[src/rtl/camera_init_seq.sv]
// camera_init_seq: brings a camera out of reset and then writes a register
// table to it over IIC. The table is a synchronous ROM of
// {reg_addr[15:0], value[7:0]} entries. Two reg_addr values are special:
// 16'hFFFF ends the table and 16'hFFFE inserts a pause. A NACKed write is
// retried up to MAX_RETRY attempts in total before the sequence gives up.
module camera_init_seq #(
  parameter int RST_LOW_CYC  = 1000,
  parameter int PWR_WAIT_CYC = 20000,
  parameter int DELAY_UNIT   = 100,
  parameter int MAX_RETRY    = 3,
  parameter int TBL_AW       = 8
) (
  input  logic              i_clk,
  input  logic              i_rst,
  input  logic              i_start,
  output logic [TBL_AW-1:0] o_tbl_addr,
  input  logic [23:0]       i_tbl_data,
  output logic              o_iic_req,
  output logic [15:0]       o_iic_addr,
  output logic [7:0]        o_iic_data,
  input  logic              i_iic_done,
  input  logic              i_iic_err,
  output logic              o_camera_gpio,
  output logic              o_busy,
  output logic              o_done,
  output logic              o_error,
  output logic [TBL_AW-1:0] o_err_index
);

  // One shared down-counter serves both power phases and table delays. It
  // must hold the longest phase length minus one.
  localparam int PWR_MAX = (RST_LOW_CYC > PWR_WAIT_CYC) ? RST_LOW_CYC : PWR_WAIT_CYC;
  localparam int DLY_MAX = 255 * DELAY_UNIT;
  localparam int CNT_MAX = (PWR_MAX > DLY_MAX) ? PWR_MAX : DLY_MAX;
  localparam int CNT_W   = (CNT_MAX > 1) ? $clog2(CNT_MAX) : 1;
  localparam int RTY_W   = $clog2(MAX_RETRY + 1);

  localparam logic [CNT_W-1:0]  RST_LAST  = CNT_W'(RST_LOW_CYC - 1);
  localparam logic [CNT_W-1:0]  PWR_LAST  = CNT_W'(PWR_WAIT_CYC - 1);
  localparam logic [TBL_AW-1:0] ADDR_LAST = {TBL_AW{1'b1}};
  localparam logic [15:0]       REG_END   = 16'hFFFF;
  localparam logic [15:0]       REG_DELAY = 16'hFFFE;

  typedef enum logic [3:0] {
    IDLE     = 4'd0,
    PWR_LOW  = 4'd1,
    PWR_WAIT = 4'd2,
    FETCH    = 4'd3,
    DECODE   = 4'd4,
    WRITE    = 4'd5,
    WAIT_ACK = 4'd6,
    DELAY    = 4'd7,
    DONE     = 4'd8,
    ERROR    = 4'd9
  } state_t;

  state_t            state;
  logic [CNT_W-1:0]  cnt;
  logic [RTY_W-1:0]  retry;
  logic [RTY_W-1:0]  retry_nxt;
  logic [31:0]       dly_prod;
  logic [CNT_W-1:0]  dly_load;
  logic [15:0]       tbl_reg;
  logic [7:0]        tbl_val;

  assign tbl_reg   = i_tbl_data[23:8];
  assign tbl_val   = i_tbl_data[7:0];
  assign retry_nxt = retry + RTY_W'(1);
  assign dly_prod  = {24'd0, tbl_val} * 32'(DELAY_UNIT);
  // A zero-length delay still spends one cycle in DELAY, so load 0 for it.
  assign dly_load  = (dly_prod == 32'd0) ? {CNT_W{1'b0}} : CNT_W'(dly_prod - 32'd1);

  // Sequencer FSM; every output is a register updated on state transitions.
  always_ff @(posedge i_clk or negedge i_rst) begin
    if (!i_rst) begin
      state         <= IDLE;
      cnt           <= {CNT_W{1'b0}};
      retry         <= {RTY_W{1'b0}};
      o_tbl_addr    <= {TBL_AW{1'b0}};
      o_iic_req     <= 1'b0;
      o_iic_addr    <= 16'h0000;
      o_iic_data    <= 8'h00;
      o_camera_gpio <= 1'b0;
      o_busy        <= 1'b0;
      o_done        <= 1'b0;
      o_error       <= 1'b0;
      o_err_index   <= {TBL_AW{1'b0}};
    end else begin
      case (state)
        IDLE, DONE, ERROR: begin
          if (i_start) begin
            state         <= PWR_LOW;
            cnt           <= RST_LAST;
            retry         <= {RTY_W{1'b0}};
            o_tbl_addr    <= {TBL_AW{1'b0}};
            o_camera_gpio <= 1'b0;
            o_busy        <= 1'b1;
            o_done        <= 1'b0;
            o_error       <= 1'b0;
          end
        end
        PWR_LOW: begin
          if (cnt == {CNT_W{1'b0}}) begin
            o_camera_gpio <= 1'b1;
            cnt           <= PWR_LAST;
            state         <= PWR_WAIT;
          end else begin
            cnt <= cnt - CNT_W'(1);
          end
        end
        PWR_WAIT: begin
          if (cnt == {CNT_W{1'b0}}) begin
            state <= FETCH;
          end else begin
            cnt <= cnt - CNT_W'(1);
          end
        end
        // The ROM registers o_tbl_addr during FETCH; its data is valid in DECODE.
        FETCH: begin
          state <= DECODE;
        end
        DECODE: begin
          if (tbl_reg == REG_END) begin
            state  <= DONE;
            o_busy <= 1'b0;
            o_done <= 1'b1;
          end else if (tbl_reg == REG_DELAY) begin
            cnt   <= dly_load;
            state <= DELAY;
          end else begin
            o_iic_addr <= tbl_reg;
            o_iic_data <= tbl_val;
            state      <= WRITE;
          end
        end
        WRITE: begin
          o_iic_req <= 1'b1;
          state     <= WAIT_ACK;
        end
        WAIT_ACK: begin
          if (i_iic_done) begin
            o_iic_req <= 1'b0;
            if (!i_iic_err) begin
              retry <= {RTY_W{1'b0}};
              if (o_tbl_addr == ADDR_LAST) begin
                state  <= DONE;
                o_busy <= 1'b0;
                o_done <= 1'b1;
              end else begin
                o_tbl_addr <= o_tbl_addr + TBL_AW'(1);
                state      <= FETCH;
              end
            end else if (retry_nxt < RTY_W'(MAX_RETRY)) begin
              retry <= retry_nxt;
              state <= WRITE;
            end else begin
              retry       <= retry_nxt;
              state       <= ERROR;
              o_busy      <= 1'b0;
              o_error     <= 1'b1;
              o_err_index <= o_tbl_addr;
            end
          end
        end
        DELAY: begin
          if (cnt == {CNT_W{1'b0}}) begin
            // The last table slot finishes the sequence instead of wrapping.
            if (o_tbl_addr == ADDR_LAST) begin
              state  <= DONE;
              o_busy <= 1'b0;
              o_done <= 1'b1;
            end else begin
              o_tbl_addr <= o_tbl_addr + TBL_AW'(1);
              state      <= FETCH;
            end
          end else begin
            cnt <= cnt - CNT_W'(1);
          end
        end
        default: begin
          state     <= IDLE;
          o_busy    <= 1'b0;
          o_iic_req <= 1'b0;
        end
      endcase
    end
  end

endmodule
[config.mk]
export PLATFORM = sky130hd
export DESIGN_NAME = camera_init_seq
export DESIGN_NICKNAME = d
export VERILOG_FILES = /design/src/rtl/camera_init_seq.sv
export SDC_FILE = /design/constraint.sdc
export NUM_CORES = 1
export LEC_CHECK = 0
export CORE_ASPECT_RATIO = 0.6
export CORE_MARGIN = 8
export CORE_UTILIZATION = 25
export DETAILED_ROUTE_END_ITERATION = 12
export DONT_BUFFER_PORTS = 1
export PLACE_DENSITY_LB_ADDON = 0.15
export SYNTH_ARGS = -nofsm -noshare
export SYNTH_HDL_FRONTEND = slang
export SYNTH_SLANG_ARGS = --single-unit
[constraint.sdc]
create_clock -name i_clk -period 2.7 [get_ports i_clk]
set_input_delay 0.54 -clock i_clk [delete_from_list [all_inputs] [get_ports i_clk]]
set_output_delay 0.54 -clock i_clk [all_outputs]
set_load 0.1 [all_outputs]
Word level (Yosys, flattened, before mapping)
Cells that the tools add are included.
- register bits: 66
- output and inout bits: 45
- bitwise gates (word level): 5
- reductions and logical operators: 23
- muxes and demuxes: 51
- equal/unequal tests: 25
- add/subtract/negate cells: 4
- order comparisons: 1
- multipliers: 1
- operators with widths (kind ; number):
    15-bit two-way mux ; 6
    15-bit case mux with 4 select lines ; 1
    8-bit two-way mux ; 5
    4-bit two-way mux ; 9
    16-bit == test, second input constant ; 2
    32-bit zero test ; 1
    4-bit case mux with 8 select lines ; 1
    15-bit by 1-bit subtractor with 15-bit output, second input constant ; 2
    2-bit inequality test, second input constant ; 12
    8-bit case mux with 3 select lines ; 1
    5-bit AND reduction ; 4
    1-bit two-way mux ; 18
    4-bit by 3-bit == test with 1-bit output, second input constant ; 4
    15-bit zero test ; 1
    8-bit by 5-bit multiplier with 13-bit output, second input constant ; 1
    6-bit AND reduction ; 2
    3-bit AND reduction ; 3
    8-bit by 1-bit adder with 8-bit output, second input constant ; 1
    4-bit by 2-bit == test with 1-bit output, second input constant ; 2
    4-bit == test, second input constant ; 2
    8-bit == test, second input constant ; 1
    2-bit two-way mux ; 4
    4-bit nonzero test ; 2
    8-bit OR reduction ; 1
    other kinds (18) ; 24

Logic depth before layout (Yosys ltp)
- depth in word-level cells: 6
- mapped depth: 13
- depth with buffers taken out: 13

Worst setup path before layout
No wires, ideal clock.
- path type: input to register
- from: input port i_tbl_data[3]
- to: register cnt[0]
- arrival: 3.538 ns
- data required time: 2.574 ns
- slack: -0.964 ns
- stages: 13
- path buffers: 0
- library setup time: 0.126 ns
- cell sequence: ha_1 -> ha_1 -> inv_1 -> fa_1 -> inv_1 -> ha_1 -> a21o_1 -> a21oi_2 -> nand4b_1 -> a211oi_4 -> nand4_4 -> and2_4 -> o32a_1
- longest elaborated chain between the ends: 6
- ends and longest elaborated chain (item ; line ; source):
    start: declaration ; 17 ; input logic [23:0] i_tbl_data,
    8-bit by 5-bit multiplier with 13-bit output ; 69 ; assign dly_prod = {24'd0, tbl_val} * 32'(DELAY_UNIT);
    32-bit zero test ; 71 ; assign dly_load = (dly_prod == 32'd0) ? {CNT_W{1'b0}} : CNT_W'(dly_prod - 32'd1);
    15-bit two-way mux ; 71 ;
    15-bit two-way mux ; 127 ; end else if (tbl_reg == REG_DELAY) begin
    15-bit two-way mux ; 123 ; if (tbl_reg == REG_END) begin
    15-bit case mux with 4 select lines ; 89 ; case (state)
    end signal: assignment ; 77 ; cnt <= {CNT_W{1'b0}};
    end signal: assignment ; 108 ; cnt <= cnt - CNT_W'(1);
    end signal: assignment ; 128 ; cnt <= dly_load;
    end: declaration ; 58 ; logic [CNT_W-1:0] cnt;
No other way between the ends. The select of a mux whose other input is x is not followed.
A chain may end at the register's enable or synchronous reset.

Worst setup path in the final report
- from: input port i_tbl_data[3]
- to: register cnt[1]
Same word-level chain as after synthesis.

==> run metrics <==
failing checks=negative setup slack; initial antenna violation count=0; antenna-violating nets left=0; clock root cell=clkbuf_16; Max Root-Sink Buffers=2; number of CTS-inserted buffers=9; Worst EP required=around 2.9 ns; clock group share of total power=0.172; P per Cell Area=1190 nW/µm²; Most used DFF post-synth=dfrtp_1; gr ovfl total=0; P&R area growth vs syn=29.4%; CTS tree=built; status=finished, violations left; largest net degree at the start of global routing=67; Setup crit end kind=register; DIE WIDTH=189 µm; FP Rows=38; core area=17,800 µm²; RSZ-0062 raised after global routing=yes; YS warnings=0; Reg clk slew, reported paths=about 0.06 ns; library cells used by synthesis=67; Die Area=22,700 µm²; Avg Cell Area, Syn=9.67 µm²; synthesized area=4500 µm²; Tot Pwr=0.00690 W; met2 WL=4900 µm; period utilization=1.12; Final Max Tran Viols=0; H-Tree Level Count=3; routed vias=between 3,000 and 4,000; global-route wire length before repair=22,200 µm; Port Buf Inserts=0; measured slew at the worst slew-check pin=1.17 ns; setup ws final=-0.332 ns; Post-Syn Instances=465; Initial Util=0.252; slew margin rel.=0.217; Placement Setup Slack=-0.698 ns; Sw Pwr=0.00374 W; CTS Sinks=66; share of layout cells above drive strength 1=0.315; Worst Skew=approximately 0.01 ns; final WL=13,600 µm; Post-Syn Nets=around 530; Comb pwr share=0.382; Tot GR Track Use=0.121; gp weighted congestion=0.855; number of antenna diodes=0; HPWL after DPL=~11,000 µm; ys async rst share=1.00; CP Class=primary input to register; routed wl met3=1270 µm; sw frac=0.541; DR iter-0 viols=about 290; Vias/cell=4.99; Avg WL per Cell=17.6 µm; Internal=0.00317 W; NumNets Final=593; Max Cap Violations=0; vias in the first global route=approximately 3,900; number of flops mapped to enable cells by yosys=0; 1st-pass router iterations=5; Core Util, Final=0.326; DR DRC count=0; Met1 Routed Length=7320 µm; I/O pin count=74; CP max FO=5; register area share after synthesis=0.367; Die Span Y=120 µm; sequential power share=0.446; CP Launch Type=primary input; Peak VDD IR=roughly 0.82 mV; hold slack=a little under 0.08 ns; crit path time final=approximately 3.0 ns; FF+latch count, synth=66; f_max=~330 MHz; final setup vio count=15; DR top layer=met4; Fin. Hold Viols=0; P_leak=2.40 nW; Arr. time, crit path=3.24 ns; clk_lat worst skew=0.33 ns; Tightest Hold Check Type=primary input to asynchronous set/reset pin
[flip-flops by register name, indices dropped and copies added, names as in the netlist]
register and count:
o_iic_addr 16, cnt 15, o_tbl_addr 8, o_done 1
state 4, retry 2, o_camera_gpio 1, o_err_index 8
o_iic_req 1, o_iic_data 8, o_error 1, o_busy 1
[critical path, stage by stage]
cell      delay [ns]
ha_4            0.22
ha_4            0.26
inv_2           0.03
fa_1            0.48
inv_2           0.05
ha_4            0.23
a21o_1          0.19
a21oi_4         0.16
nand4b_1        0.16
a211oi_4        0.30
nand4_4         0.15
and2_4          0.19
o32a_1          0.28
[per-layer routing]
layer	vias to the layer above	GRT usage
met5	-	0
met1	1897	0.190
met3	4	0.0487
met2	121	0.148
met4	0	0.0204
li1	1823	-
[cells in the mapped netlist, types with 5 or more instances]
library cell | instances | share of area
and3_1 | 5 | 0.0070
inv_1 | 18 | 0.015
nor2_1 | 41 | 0.034
dfrtp_1 | 66 | 0.37
clkbuf_1 | 5 | 0.0042
a31oi_1 | 6 | 0.0083
o21ai_1 | 9 | 0.010
buf_2 | 8 | 0.0089
o21ai_0 | 17 | 0.019
nand2_1 | 34 | 0.028
mux2_2 | 32 | 0.080
nor2b_1 | 9 | 0.013
nand4_1 | 7 | 0.0097
nor3_1 | 12 | 0.013
nand3_1 | 11 | 0.012
ha_1 | 35 | 0.097
a21o_1 | 6 | 0.010
a21oi_1 | 32 | 0.036
xnor2_1 | 9 | 0.018
or3_1 | 8 | 0.011
nand2b_1 | 5 | 0.0070
xor2_1 | 14 | 0.027
[area by class of cell]
cell class	count	area [µm²]
Fill cell	1842	12000
Multi-Input combinational cell	367	3000
Sequential cell	66	1650
Timing Repair Buffer	64	504
Tap cell	240	300
Clock buffer	12	246
Inverter	18	70.1
Clock inverter	4	51.3
[final timing paths]
path                       slack, ns              to           start  depth (start not counted)
min in group i_clk              0.36  o_iic_addr[15]  i_tbl_data[23]                          1
hold reg to reg                 0.49        retry[0]        retry[0]                          1
hold / removal                  0.08  o_err_index[7]           i_rst                          1
max in group asynchronous       2.31   o_iic_data[3]           i_rst                          1
setup reg to reg                0.21          cnt[1]        state[1]                          6
setup / recovery               -0.33          cnt[1]   i_tbl_data[3]                         13
[logic make-up (layout without fill, tap and decap cells)]
kind of cell,Yosys count,count (layout),synth area share
simple gates,163,163,0.200
compound gates,111,111,0.167
flops,66,66,0.367
fa+ha+maj,38,38,0.111
mux,32,32,0.0801
buf+inv,32,98,0.0306
xor+xnor,23,23,0.0448
[power groups by stage]
stage / clock, W / combinational [W] / sequential, W
2_1_floorplan: 0 / 0.00170 / 0.00313
3_3_place_gp: 0 / 0.00253 / 0.00309
3_5_place_dp: 0 / 0.00255 / 0.00309
4_1_cts: 0.00121 / 0.00260 / 0.00308
5_1_grt: 0.00126 / 0.00293 / 0.00314
6_report: 0.00119 / 0.00264 / 0.00308
[stage by stage]
| step | area [µm²] | cells | setup TNS, ns |
|---|---|---|---|
| after floorplan | 4710 | 465 | -6.22 |
| after global placement | 5370 | 749 | -9.23 |
| after detailed placement | 5370 | 749 | -9.28 |
| after CTS | 5740 | 767 | -4.05 |
| after global routing | 5820 | 771 | -5.16 |
| final | 5820 | 771 | -4.03 |
[cell usage in the layout, fill, tap and decap left out, types with 11 or more instances in the layout]
cell type	instances
o21ai_1	11
a21oi_1	28
nor2_1	40
o21ai_0	15
buf_4	62
nor3_1	11
dfrtp_1	66
ha_4	14
xor2_1	12
inv_1	13
nand2_1	34
ha_1	20
mux2_2	32
[what timing repair did]
| action | CTS | global route |
|---|---|---|
| endpoints found under the setup margin | 15 | 15 |
| gates cloned | 0 | 0 |
| pin swaps | 1 | 5 |
| buffers inserted | 1 | 4 |
| gates resized for setup | 5 | 12 |
| hold buffers | 1 | 0 |
| hold endpoints to repair | 66 | 0 |
Power figures use the tool's default switching activity.
